File: config.mk
export PLATFORM = sky130hd
export DESIGN_NAME = flash_read
export DESIGN_NICKNAME = d
export VERILOG_FILES = /design/src/rtl/flash_read.sv
export SDC_FILE = /design/constraint.sdc
export NUM_CORES = 1
export LEC_CHECK = 0
export CORE_MARGIN = 3
export CORE_UTILIZATION = 50
export CTS_CLUSTER_SIZE = 20
export DETAILED_ROUTE_END_ITERATION = 16
export HOLD_SLACK_MARGIN = 0.15
export PLACE_DENSITY_LB_ADDON = 0.12
export SLEW_MARGIN = 15
export SYNTH_ARGS = -nofsm -noshare
export SYNTH_HDL_FRONTEND = slang
export SYNTH_SLANG_ARGS = --single-unit
File: constraint.sdc
create_clock -name clk -period 4.2 [get_ports clk]
set_input_delay 0.84 -clock clk [delete_from_list [all_inputs] [get_ports clk]]
set_output_delay 0.84 -clock clk [all_outputs]
set_load 0.005 [all_outputs]
File: src/rtl/flash_read.sv
// NOR flash array-read engine: Read Array command, then rd_len async reads.
// Ports: clk/rst, read_en/rd_addr/rd_len, busy/read_done, FIFO side, flash pins.
module flash_read #(
  parameter int T_VLVH = 2,
  parameter int T_DVWH = 2,
  parameter int T_WLWH = 3,
  parameter int T_WHWL = 3,
  parameter int T_AVQV = 8,
  parameter int T_EHEL = 2
) (
  input  logic        clk,
  input  logic        rst,
  input  logic        read_en,
  input  logic [24:0] rd_addr,
  input  logic [15:0] rd_len,
  output logic        busy,
  output logic        read_done,
  output logic [15:0] read_out,
  output logic        fifo_wr,
  input  logic        fifo_full,
  output logic [24:0] A,
  input  logic [15:0] dq_i,
  output logic [15:0] dq_o,
  output logic        dqe,
  output logic        oe,
  output logic        ce,
  output logic        we,
  output logic        adv,
  output logic        wp,
  output logic        rst_f
);

  localparam int T_HOLD = 4;

  typedef enum logic [3:0] {
    S_IDLE,
    S_CMD_ADV,
    S_CMD_WE,
    S_CMD_DATA,
    S_CMD_HOLD,
    S_CMD_REC,
    S_RD_ADDR,
    S_RD_OE,
    S_RD_SAMPLE,
    S_PUSH,
    S_RD_END,
    S_DONE
  } state_t;

  state_t      r_state;
  state_t      w_next;
  logic [7:0]  r_cnt;
  logic [7:0]  w_len;
  logic        w_last;
  logic [24:0] r_cur_addr;
  logic [15:0] r_remain;
  logic [15:0] r_read_out;
  logic        r_rst_f;

  // Length of the current wait state; untimed states use 1.
  always_comb begin
    w_len = 8'd1;
    unique case (r_state)
      S_CMD_ADV:  w_len = 8'(T_VLVH);
      S_RD_ADDR:  w_len = 8'(T_VLVH);
      S_CMD_WE:   w_len = 8'(T_DVWH);
      S_CMD_DATA: w_len = 8'(T_WLWH);
      S_CMD_HOLD: w_len = 8'(T_HOLD);
      S_CMD_REC:  w_len = 8'(T_WHWL);
      S_RD_OE:    w_len = 8'(T_AVQV);
      S_RD_END:   w_len = 8'(T_EHEL);
      default:    w_len = 8'd1;
    endcase
  end

  assign w_last = (r_cnt == w_len - 8'd1);

  // State register; counter restarts on every state change.
  always_ff @(posedge clk or posedge rst) begin
    if (rst) begin
      r_state <= S_IDLE;
      r_cnt   <= 8'd0;
    end else begin
      r_state <= w_next;
      r_cnt   <= (w_next != r_state) ? 8'd0 : r_cnt + 8'd1;
    end
  end

  // Next-state logic.
  always_comb begin
    w_next = r_state;
    unique case (r_state)
      S_IDLE:      if (read_en) w_next = S_CMD_ADV;
      S_CMD_ADV:   if (w_last) w_next = S_CMD_WE;
      S_CMD_WE:    if (w_last) w_next = S_CMD_DATA;
      S_CMD_DATA:  if (w_last) w_next = S_CMD_HOLD;
      S_CMD_HOLD:  if (w_last) w_next = S_CMD_REC;
      S_CMD_REC:
        if (w_last)
          w_next = (r_remain == 16'd0) ? S_DONE : S_RD_ADDR;
      S_RD_ADDR:   if (w_last) w_next = S_RD_OE;
      S_RD_OE:     if (w_last) w_next = S_RD_SAMPLE;
      S_RD_SAMPLE: w_next = S_PUSH;
      S_PUSH:      if (!fifo_full) w_next = S_RD_END;
      // remain==1 here means the decremented count reaches zero
      S_RD_END:
        if (w_last)
          w_next = (r_remain == 16'd1) ? S_DONE : S_RD_ADDR;
      S_DONE:      w_next = S_IDLE;
      default:     w_next = S_IDLE;
    endcase
  end

  // Burst datapath and flash reset pin.
  always_ff @(posedge clk or posedge rst) begin
    if (rst) begin
      r_cur_addr <= 25'd0;
      r_remain   <= 16'd0;
      r_read_out <= 16'd0;
      r_rst_f    <= 1'b0;
    end else begin
      r_rst_f <= 1'b1;
      if (r_state == S_IDLE && read_en) begin
        r_cur_addr <= rd_addr;
        r_remain   <= rd_len;
      end
      if (r_state == S_RD_SAMPLE)
        r_read_out <= dq_i;
      if (r_state == S_RD_END && w_last) begin
        r_remain   <= r_remain - 16'd1;
        r_cur_addr <= r_cur_addr + 25'd1;
      end
    end
  end

  // Output decode from state.
  always_comb begin
    A         = 25'd0;
    dq_o      = 16'd0;
    dqe       = 1'b0;
    oe        = 1'b1;
    ce        = 1'b1;
    we        = 1'b1;
    adv       = 1'b1;
    fifo_wr   = 1'b0;
    read_done = 1'b0;
    unique case (r_state)
      S_CMD_ADV: begin
        A   = r_cur_addr;
        ce  = 1'b0;
        adv = 1'b0;
      end
      S_CMD_WE: begin
        A  = r_cur_addr;
        ce = 1'b0;
        we = 1'b0;
      end
      S_CMD_DATA: begin
        A    = r_cur_addr;
        ce   = 1'b0;
        we   = 1'b0;
        dq_o = 16'h00FF;
        dqe  = 1'b1;
      end
      S_CMD_HOLD: begin
        A    = r_cur_addr;
        dq_o = 16'h00FF;
        dqe  = 1'b1;
      end
      S_CMD_REC: A = r_cur_addr;
      S_RD_ADDR: begin
        A   = r_cur_addr;
        ce  = 1'b0;
        adv = 1'b0;
      end
      S_RD_OE, S_RD_SAMPLE: begin
        A  = r_cur_addr;
        ce = 1'b0;
        oe = 1'b0;
      end
      S_PUSH: begin
        A       = r_cur_addr;
        ce      = 1'b0;
        oe      = 1'b0;
        fifo_wr = !fifo_full;
      end
      S_DONE:  read_done = 1'b1;
      default: ;
    endcase
  end

  assign busy     = (r_state != S_IDLE);
  assign read_out = r_read_out;
  assign rst_f    = r_rst_f;
  assign wp       = 1'b1;

endmodule
# Word-level counts from Yosys, hierarchy flattened
# Memory sizes are Yosys's and may differ from the RTL's.
# Index checks and enable logic that the tools add are counted.
[op_classes]
addsub = 4
eq_ne = 14
n_reduce_logical = 13
mux = 27
[ops]
columns = ["op", "count"]
rows = [
  ["$mux 25", 3],
  ["$mux 4", 12],
  ["$pmux 4 s11", 1],
  ["$mux 16", 2],
  ["$add 25x1->25 const B", 1],
  ["$eq 16x1->1 const B", 1],
  ["$eq 4x3->1 const B", 4],
  ["$eq 4x4->1 const B", 4],
  ["$logic_not 16->1", 1],
  ["$mux 8", 2],
  ["$sub 16x1->16 const B", 1],
  ["$reduce_or 9->1", 1],
  ["$add 8x1->8 const B", 1],
  ["$eq 4x2->1 const B", 2],
  ["$eq 8x8->1", 1],
  ["$sub 8x1->8 const B", 1],
  ["$mux 1", 7],
  ["$reduce_or 7->1", 1],
  ["$reduce_or 2->1", 3],
  ["$eq 4x1->1 const B", 1],
  ["$logic_not 4->1", 1],
  ["$ne 4x4->1", 1],
  ["$reduce_bool 4->1", 1],
  ["$reduce_or 3->1", 1],
  ["3 further kinds", 4],
]
[totals]
rom_bits = 64
output_inout_bits = 67
in_bits = 61
reg_bits = 70
memories = 1
[memory_table]
columns = ["memory", "depth", "word_bits", "read_ports", "rd_ports_with_merged_regs", "wr", "line", "source"]
rows = [
  ["(name not given)", 16, 4, 1, 0, 0, "63", "unique case (r_state)"],
]

# Logic depth before layout (Yosys ltp)
# Gate-level depths: netlist of the first run.
# An unclocked memory read counts as a cell.
[logic_depth]
depth_word = 7
depth_mapped = 16
ltp_nobuf = 13

# Least setup slack after synthesis of the first run
# No wires, ideal clock.
[synth_path]
path_kind = "register to register"
start = "reg r_state[0]"
end = "reg r_cnt[0]"
n_path_buf = 1
period_less_slack_ns = 3.229
setup_time_ns = 0.142
arrival_ns = 3.087
stages_incl_launch_ff = 15
path_slack_ns = 0.971
t_required_ns = 4.058
path_cell_list = "dfrtp_1 -> inv_1 -> ha_1 -> clkbuf_1 -> or2_2 -> nor3_1 -> a31oi_1 -> nor2_1 -> ha_1 -> xnor2_1 -> nor3_1 -> o211ai_1 -> o41a_2 -> o22ai_1 -> nor4_1"
[synth_between]
elab_chain_len = 7
[synth_rtl]
columns = ["item", "line", "source"]
rows = [
  ["start, declared", "50", "state_t r_state;"],
  ["start signal, assigned", "84", "r_state <= w_next;"],
  ["$mem_v2 16x4", "-", ""],
  ["$sub 8x1->8", "76", "assign w_last = (r_cnt == w_len - 8'd1);"],
  ["$eq 8x8->1", "76", ""],
  ["$mux 4 (tied with other cells)", "107", "if (w_last)"],
  ["$pmux 4 s11", "92", "unique case (r_state)"],
  ["$ne 4x4->1 *", "85", "r_cnt <= (w_next != r_state) ? 8'd0 : r_cnt + 8'd1;"],
  ["$mux 8 *", "85", ""],
  ["end signal, assigned", "85", ""],
  ["end, declared", "52", "logic [7:0] r_cnt;"],
]
# Mark *: on every way between the ends. The rest lies on a longest branch, timed or not.
# A chain may end at the register's enable or synchronous reset.

# Final worst setup path of the first run
[layout_path]
start = "reg r_state[0]"
end = "out A[2]"
[layout_between]
elab_chain_len = 3
[layout_rtl]
columns = ["item", "line", "source"]
rows = [
  ["$eq 4x4->1 (tied with other cells)", "147", "unique case (r_state)"],
  ["$reduce_or 9->1 (no source line) *", "-", ""],
  ["$mux 25 *", "147", ""],
  ["end, declared", "21", "output logic [24:0] A,"],
]
# Marks and branches as above.

==> key figures, run 1 <==
Yosys
  • FF+latch count, synth: 70
  • Post-synth cell types: 72
  • Yosys warnings: 0
  • Avg Inst Size Synth: 8.716 sq um
  • Post-Syn Area: 4872 sq um
  • Post-synth EDFFs: 0
  • Synth top area share: 35.95%
  • Area leader, netlist: dfrtp_1
  • Largest cells by area after synthesis: dfrtp_1 (36%), mux2_2 (4.2%), and2_1 (4.0%), nand2_1 (3.5%), a21oi_1 (3.2%)
  • Synth async-reset ratio: 100.0%
  • Main synth FF type: dfrtp_1
  • Cells after Synth: 559
  • Post-synthesis sequential area ratio: 35.95%

Die
  • IO Pins: 128
  • Row count: 35
  • Initial cell density of the core: 51.99%
  • DIE AREA: 10,970 sq um
  • Die X: 104.7 um
  • Core area: 9371 sq um
  • Chip height: 104.7 um

Detailed routing
  • DR DRC count: 0
  • Routed Antenna Nets: 0
  • Initial DRC count: 420
  • First drt pass iteration count: 5
  • Total vias in the final route: 4,755
  • Routed len/inst: 17.11 um
  • Vias per cell: 5.974
  • Final wirelength: 13.62 mm

Pwr
  • Leakage: 0.002544 uW
  • Total power: 4394 uW
  • Power per cell area: 696.3 nW/um^2
  • Maximum VDD drop: 0.0003936 V

Finish
  • Fin nets: 733
  • Most frequent cells in the layout: clkdlybuf4s50_1 (118), dfrtp_1 (70), nand2_1 (46)
  • Antenna diode count: 0
  • Layout area overhead: 29.51%
  • Layout cell share with drive strength beyond 1: 10.94%
  • Non-filler cells, final: 796
  • Filler cells: 777
  • Footprint of the multi-input gates: 2766 sq um
  • Commonest non-fill, non-tap cell in the layout: clkdlybuf4s50_1
  • FF/Latch Area: 1752 sq um

Clocking
  • # Post-CTS Setup Buffers: 0
  • Number of clock sinks: 70
  • Max Buffers Root-to-Sink: 2
  • TritonCTS Buffers: 9
  • CTS tree: yes
  • Reg clk slew, reported paths: 0.09 ns
  • H-tree depth: 3
  • CTS resizes: 0
  • Hold_buf cts: 0
  • Root buf cell: clkbuf_8
  • Clk_lat worst skew: 0.35 ns

Worst hold path
  • HP Class: register to register
  • Worst Hold End: read_out[10]
  • Hold Crit Depth: 1
  • Hold path startpoint: read_out[10]

Timing
  • Worst Max-Slew Pin Slew: 1.046 ns
  • Final hold violation count: 0
  • Max frequency: 0.2528 GHz
  • Final Setup Violations: 0
  • Post-route setup TNS: 0 ns
  • Unrepaired setup endpoints after global routing: no
  • Tmin final: 3.955 ns
  • Max-slew violation count: 0
  • Fin Hold WS: 0.5061 ns
  • Final period utilization: 94.17%
  • Slew headroom: 29.68%
  • Setup Skew: 0.01392 ns

Placed design
  • Routability cong.: 0.8882
  • Port Buf Inserts: 118
  • Post-DP HPWL: 9.829 mm
  • Dpl cells: 780

Worst setup path
  • Crit Path Class: register to output port
  • R2R Path End: r_remain[2]
  • Crit. End Element: output port
  • FF-to-FF setup slack: 0.43 ns
  • Reg2reg start: r_state[0]
  • Worst Path Max Fanout: 25
  • R2R depth: 13
  • CP arrival: 3.12 ns
  • CP required: 3.36 ns
  • Startpoint Class: register

GRT
  • Gr ovfl total: 0
  • Tot GR Track Use: 24.34%
  • Antenna violations before repair: 0
  • Largest net degree at the start of global routing: 48
  • Vias in the first global route: 4,456
  • First-pass GRT wire length: 22.02 mm

Outcome
  • Status: complete, no violations

Job
  • Max Cap Violations: 0
[stage by stage]
step | area [sq um] | worst slack, ns | utilization, %
after floorplan | 4902 | 0.9707 | -
after global placement | 6101 | 0.5347 | 65.10
after detailed placement | 6101 | 0.4807 | 65.10
after CTS | 6306 | 0.07523 | 67.29
after global routing | 6310 | 0.04256 | 67.33
final | 6310 | 0.2447 | 67.33
[sequential cells by signal, indices dropped and copies added (netlist names)]
name        flops
r_cnt           8
r_cur_addr     25
r_remain       16
r_state         4
read_out       16
rst_f           1
[Yosys cell counts (3+ instances only)]
cell type,instances
nor3_1,15
nor3b_1,5
o211ai_1,8
o21ai_1,3
o22ai_1,8
xnor2_1,9
a21o_1,7
or3_1,4
a211oi_1,4
nand2_1,46
o21ai_0,18
nor2_1,27
a221o_1,8
o21bai_1,9
and2_1,31
inv_1,31
and3_1,11
o221a_2,5
o31a_1,3
nand3_1,29
buf_2,12
a32oi_1,3
o32ai_1,3
ha_1,10
nand2b_1,7
or2_2,3
nand4_1,10
buf_4,17
a31oi_1,6
o221ai_1,9
a21oi_1,31
clkbuf_1,21
nor4_1,7
dfrtp_1,70
nand3b_1,4
mux2_2,18
[per-layer routing]
layer / vias up / GRT usage (%) / share of wire [%]
met4: 0 / 4.780 / 1.3
met1: 2285 / 33.86 / 45
li1: 2236 / - / -
met3: 20 / 6.053 / 8.7
met5: - / 0 / 0
met2: 214 / 38.88 / 45
[critical path: stages (launching register included)]
cell             delay (ns)
dfrtp_1                0.47
inv_1                  0.14
ha_1                   0.33
buf_4                  0.22
nor2_1                 0.08
o21ai_2                0.32
a21boi_1               0.26
buf_4                  0.26
and2_1                 0.17
clkdlybuf4s50_1        0.51
[worst max path at each step]
stage,startpoint,cells past startpoint,end,slack (ns)
finish,r_state[0],9,A[2],0.24
global route,r_state[0],9,A[0],0.04
floorplan,r_state[0],14,r_cnt[0],0.97
detailed placement,r_state[0],9,A[2],0.48
global placement,r_state[0],9,A[22],0.53
CTS,r_state[0],9,A[2],0.08
[report_power, final]
part / internal (uW) / leakage, uW / switching (uW) / total [uW]
registers: 977 / 0.000842 / 334 / 1310
logic: 1330 / 0.00160 / 1180 / 2500
clock network: 294 / 0.0000993 / 285 / 579
[kinds of logic after synthesis]
logic type	after synthesis	share of synthesized area [%]
xor gates and xnor gates	11	1.978
adders and majority gates	10	2.568
buffers and inverters	82	8.089
AOI/OAI and AO/OA	150	22.65
muxes	20	4.571
DFF	70	35.95
other	2	0.1541
and+or+nand+nor	214	24.04
[layout make-up]
type | count | share of cell area (%)
repair buffers | 135 | 20.74
well taps | 129 | 2.558
clock buffers | 10 | 2.181
multi-input cells | 415 | 43.84
inverters | 31 | 1.844
clock inverters | 6 | 1.071
flip-flops and latches | 70 | 27.76
(Power assumes the default switching activity.)
==> run 2: changes to the inputs <==
- GPL_ROUTABILITY_DRIVEN: default -> 0
- SETUP_SLACK_MARGIN: default -> 0.02
==> run 2 against run 1 <==
Sequential power about the same. Largest cell class unchanged. Setup slack got worse by 0.049 ns. Final cell count decreased by 0.50%. Clock power decreased by 14%. Design area decreased by 0.93%. Global-route usage decreased by 0.19 points. Register-to-register slack got worse by 0.06 ns.
==> key figures, run 2 (synthesized netlist as in run 1, its figures left out) <==
Placed design
  • Port Buf Inserts: 118 (unchanged)
  • Dpl ws: 0.4484 ns (-0.03229 ns)
  • Placed inst area: 6071 sq um (-0.49%)
  • Post-DP HPWL: 9.697 mm (-1.3%)

Detailed routing
  • Routed Antenna Nets: 0 (unchanged)
  • First drt pass iteration count: 5 (unchanged)
  • Routed len/inst: 17.02 um (-0.51%)
  • DR DRC count: 0 (unchanged)
  • Total vias in the final route: 4,741 (-0.29%)
  • Initial DRC count: 278 (-34%)
  • Vias per cell: 5.986 (+0.21%)
  • Final wirelength: 13.48 mm (-1.0%)

Clocking
  • # Post-CTS Setup Buffers: 0 (unchanged)
  • Clk_lat worst skew: 0.34 ns (about the same)
  • Reg clk slew, reported paths: 0.08 ns (about the same)
  • Number of clock sinks: 70 (unchanged)
  • H-tree depth: 3 (unchanged)
  • TritonCTS Buffers: 9 (unchanged)
  • CTS tree: yes
  • Root buf cell: clkbuf_8
  • Max Buffers Root-to-Sink: 2 (unchanged)
  • Hold_buf cts: 0 (unchanged)

Finish
  • Antenna diode count: 0 (unchanged)
  • Fin nets: 729 (-0.55%)
  • Final instance area: 6251 sq um (-0.93%)
  • Layout area overhead: 28.30%
  • Top reg by flops: r_cur_addr
  • Most frequent cells in the layout: clkdlybuf4s50_1 (118), dfrtp_1 (70), nand2_1 (46)
  • Commonest non-fill, non-tap cell in the layout: clkdlybuf4s50_1
  • Layout cell share with drive strength beyond 1: 10.26% (-0.69 points)
  • Largest register FFs: 25 (unchanged)

Worst hold path
  • HP Class: register to register
  • Hold path startpoint: read_out[8]

GRT
  • Tot GR Track Use: 24.15% (-0.19 points)
  • Vias in the first global route: 4,519 (+1.4%)
  • Antenna violations before repair: 0 (unchanged)
  • Gr ovfl total: 0 (unchanged)
  • Largest net degree at the start of global routing: 50 (+4.2%)
  • First-pass GRT wire length: 21.95 mm (-0.31%)

Worst setup path
  • Crit Path Class: register to output port
  • CP required: 3.36 ns (about the same)
  • Worst Path Max Fanout: 25 (unchanged)
  • Source of the critical timing path: r_state[0]
  • Startpoint Class: register
  • CP arrival: 3.16 ns (+0.04 ns)
  • Reg2reg start: r_state[0]
  • Crit. End Element: output port

Job
  • Max Cap Violations: 0 (unchanged)

Timing
  • Worst Max-Slew Pin Slew: 1.033 ns (-0.01310 ns)
  • Fin Hold WS: 0.5056 ns (-0.0004980 ns)
  • Final Setup Violations: 0 (unchanged)
  • Setup ws final: 0.1957 ns (-0.04899 ns)
  • Tmin final: 4.004 ns (+0.04900 ns)
  • Setup Skew: 0.01535 ns (+0.001427 ns)
  • Post-route setup TNS: 0 ns (unchanged)
  • Final period utilization: 95.34% (+1.2 points)
  • Unrepaired setup endpoints after global routing: no
  • Max frequency: 0.2497 GHz (-1.2%)
  • Final hold violation count: 0 (unchanged)
  • Max-slew violation count: 0 (unchanged)
  • Slew headroom: 31.03% (+1.4 points)

Pwr
  • Leakage: 0.002515 uW (-1.2%)
  • Power per cell area: 683.8 nW/um^2 (-1.8%)
  • Maximum VDD drop: 0.0003195 V (-19%)

Outcome
  • Status: complete, no violations

Die
  • IO Pins: 128 (unchanged)
  • DIE AREA: 10,970 sq um (unchanged)
  • Chip height: 104.7 um (unchanged)
  • Die X: 104.7 um (unchanged)
  • Core area: 9371 sq um (unchanged)
  • Initial cell density of the core: 51.99% (unchanged)
  • Row count: 35 (unchanged)
[run 2: cell types whose count changed in the layout (fill, tap and decap cells not counted), sizes merged]
cell	change
clkinvlp	-1
clkinv	+3
inv	-2
bufinv	-1
clkbuf	+1
buf	-4
[run 2: path summary, 6_finish.rpt]
kind	endpoint	slack [ns]	depth (start not counted)
min reg2reg	read_out[8]	0.51	1
min in group asynchronous	r_remain[10]	1.07	2
min	read_out[8]	0.51	1
max reg2reg	r_cnt[5]	0.37	13
max	A[2]	0.20	8
max in group asynchronous	r_remain[6]	2.35	3
[run 2: worst max-delay path, cell delays in order (launching register included)]
cell	delay (ns)
dfrtp_1	0.47
inv_1	0.14
ha_1	0.50
nor2_1	0.16
o21ai_2	0.37
a21boi_1	0.23
buf_4	0.25
and2_1	0.18
clkdlybuf4s50_1	0.51
[run 2: per-stage QoR]
stage | cells | power, uW | util (%)
2_1_floorplan | 567 | 2767 | -
3_3_place_gp | 776 | 3678 | 64.78
3_5_place_dp | 776 | 3760 | 64.78
4_1_cts | 792 | 4268 | 66.66
5_1_grt | 792 | 4592 | 66.70
6_report | 792 | 4274 | 66.70
[run 2: power by group]
part           switching (uW)  internal, uW
sequential                329           977
clock                     266           231
combinational            1170          1300
total                    1770          2510
[run 2: routing by layer]
| metal | routed length (um) | part of all wire (%) | up-vias | GRT usage, % |
|---|---|---|---|---|
| met5 | 0 | 0 | - | 0 |
| met1 | 5858 | 43 | 2275 | 32.25 |
| met2 | 6200 | 46 | 221 | 38.84 |
| met3 | 1249 | 9.3 | 19 | 6.547 |
| li1 | - | - | 2226 | - |
| met4 | 170 | 1.3 | 0 | 6.560 |
[run 2: what timing repair did]
item                                    4_1_cts  5_1_grt
hold endpoints to repair                      0        0
resized for setup                             0        1
endpoints found under the setup margin        0       25
[run 2: cell type report]
type	count	area, sq um
clock buffers	11	141.4
multi-input cells	415	2766
flip-flops and latches	70	1752
well taps	129	161.4
fillers	815	3120
repair buffers	131	1279
clock inverters	5	35.03
inverters	31	116.4
==> run 3: changes to the inputs <==
- GPL_TIMING_DRIVEN: default -> 0
==> run 3 against run 2 <==
Count of clock-buffer cells in the layout decreased by 2. Wire length increased by 9.6%. Non-clock buffer count increased by 43. Maximum frequency decreased by 1.9%. Die area unchanged. Power increased by 6.1%. Setup slack got worse by 0.080 ns. Critical endpoint is now A[22]. Largest power group unchanged. Highest routed layer unchanged.
==> key figures, run 3 (synthesized netlist as in run 1, its figures left out) <==
Outcome
  • Status: complete, no violations

Worst setup path
  • FF-to-FF setup slack: 0.32 ns (-0.05 ns)
  • Reg2reg start: r_state[1]
  • CP arrival: 3.24 ns (+0.08 ns)
  • Source of the critical timing path: r_state[0]
  • CP required: 3.36 ns (about the same)
  • Worst Path Max Fanout: 10 (-60%)
  • Crit path cell chain: inv_1 -> ha_1 -> nor2_1 -> o21ai_2 -> a21boi_2 -> clkbuf_1 -> and2_1 -> clkdlybuf4s50_1
  • Slowest-stage cell, CP: clkdlybuf4s50_1
  • R2R Path End: r_cur_addr[20]
  • Crit Path Class: register to output port
  • CP peak stage delay: 0.51 ns (about the same)
  • Critical path endpoint: A[22]
  • R2R depth: 15 (+2)
  • Startpoint Class: register
  • Crit. End Element: output port

Die
  • Row count: 35 (unchanged)
  • Die X: 104.7 um (unchanged)
  • Initial cell density of the core: 51.99% (unchanged)
  • IO Pins: 128 (unchanged)
  • DIE AREA: 10,970 sq um (unchanged)
  • Chip height: 104.7 um (unchanged)
  • Core area: 9371 sq um (unchanged)

Pwr
  • Power per cell area: 694.2 nW/um^2 (+1.5%)
  • Leakage: 0.002678 uW (+6.5%)
  • Maximum VDD drop: 0.0003436 V (+7.5%)
  • Total power: 4537 uW (+6.1%)

Detailed routing
  • Routed len/inst: 17.72 um (+4.1%)
  • Vias per cell: 5.994 (+0.13%)
  • Total vias in the final route: 4,999 (+5.4%)
  • DR DRC count: 0 (unchanged)
  • First drt pass iteration count: 5 (unchanged)
  • Final wirelength: 14.78 mm (+9.6%)
  • Routed Antenna Nets: 0 (unchanged)
  • Initial DRC count: 598 (+120%)

Timing
  • Setup ws final: 0.1161 ns (-0.07960 ns)
  • Final Setup Violations: 0 (unchanged)
  • Final hold violation count: 0 (unchanged)
  • Max frequency: 0.2449 GHz (-1.9%)
  • Slew headroom: 42.81% (+12 points)
  • Setup Skew: 0.02441 ns (+0.009060 ns)
  • Worst Max-Slew Pin Slew: 0.8578 ns (-0.1752 ns)
  • Post-route setup TNS: 0 ns (unchanged)
  • Final period utilization: 97.24% (+1.9 points)
  • Tmin final: 4.084 ns (+0.07960 ns)
  • Unrepaired setup endpoints after global routing: no
  • Max-slew violation count: 0 (unchanged)

Finish
  • Fin nets: 772 (+5.9%)
  • Most frequent cells in the layout: clkdlybuf4s50_1 (118), dfrtp_1 (69), nand2_1 (46)
  • Filler cells: 796 (-2.3%)
  • Footprint of the multi-input gates: 2768 sq um (about the same)
  • Largest register FFs: 25 (unchanged)
  • Layout area overhead: 34.13%
  • Top reg by flops: r_cur_addr
  • Antenna diode count: 0 (unchanged)
  • Layout cell share with drive strength beyond 1: 13.33% (+3.1 points)
  • FF/Latch Area: 1753 sq um (about the same)
  • Commonest non-fill, non-tap cell in the layout: clkdlybuf4s50_1

Clocking
  • H-tree depth: 3 (unchanged)
  • Max Buffers Root-to-Sink: 2 (unchanged)
  • TritonCTS Buffers: 9 (unchanged)
  • Number of clock sinks: 70 (unchanged)
  • CTS tree: yes
  • Reg clk slew, reported paths: 0.08 ns (about the same)
  • Root buf cell: clkbuf_8
  • Hold_buf cts: 0 (unchanged)
  • Clk_lat worst skew: 0.36 ns (+0.02 ns)

GRT
  • First-pass GRT wire length: 23.87 mm (+8.7%)
  • Antenna violations before repair: 0 (unchanged)
  • Tot GR Track Use: 26.73% (+2.6 points)
  • Largest net degree at the start of global routing: 54 (+8.0%)
  • Vias in the first global route: 4,816 (+6.6%)
  • Gr ovfl total: 0 (unchanged)

Placed design
  • Dpl ws: 0.003057 ns (-0.4453 ns)
  • Port Buf Inserts: 118 (unchanged)
  • Post-DP HPWL: 10.66 mm (+10%)

Job
  • Max Cap Violations: 0 (unchanged)

Worst hold path
  • HP Class: register to register
-- run 3: final cells by class --
cell class | instances | share of cell area (%)
multi-input combinational | 415 | 42.35
sequential | 70 | 26.82
timing repair buffer | 123 | 18.95
buffer | 51 | 4.365
tap | 129 | 2.470
clock buffer | 9 | 1.895
inverter | 31 | 1.819
clock inverter | 6 | 1.321
-- run 3: worst min path at each step --
stage                         from        endpoint  slack (ns)  cells after the start
floorplan           r_cur_addr[24]  r_cur_addr[24]        0.49                      1
global placement      read_out[10]    read_out[10]        0.49                      1
detailed placement     read_out[7]     read_out[7]        0.49                      1
CTS                    read_out[0]     read_out[0]        0.51                      1
global route          read_out[11]    read_out[11]        0.52                      1
finish                 read_out[0]     read_out[0]        0.50                      1
-- run 3: timing repair --
| item | CTS | global route |
|---|---|---|
| buffers inserted | 0 | 4 |
| endpoints found under the setup margin | 25 | 63 |
| gates resized for setup | 3 | 8 |
| pin swaps | 0 | 2 |
-- run 3: through the flow --
stage	hold slack, ns	utilization, %	instance area, sq um	instances
6_report	0.5047	69.73	6535	834
5_1_grt	0.5229	69.73	6535	834
4_1_cts	0.5083	69.28	6492	830
3_5_place_dp	0.4928	66.96	6275	815
3_3_place_gp	0.4874	66.64	6245	814
2_1_floorplan	0.4853	-	4902	567
-- run 3: worst max-delay path, delay by kind of cell (launching register included) --
kind | cells | cell delay, ns
buf+inv | 3 | 1.00
compound gates | 2 | 0.83
flops | 1 | 0.48
simple gates | 2 | 0.30
fa+ha+maj | 1 | 0.28
-- run 3: per-layer routing --
metal / vias up / wire length [um] / GRT usage [%]
li1: 2314 / - / -
met1: 2350 / 6185 / 36.03
met2: 303 / 6681 / 42.44
met3: 32 / 1611 / 6.980
met4: 0 / 300 / 7.966
met5: - / 0 / 0
-- run 3: power by group --
part / switching (uW) / internal, uW
Combinational: 1260 / 1370
Clock: 275 / 331
Sequential: 321 / 978
Total: 1860 / 2680
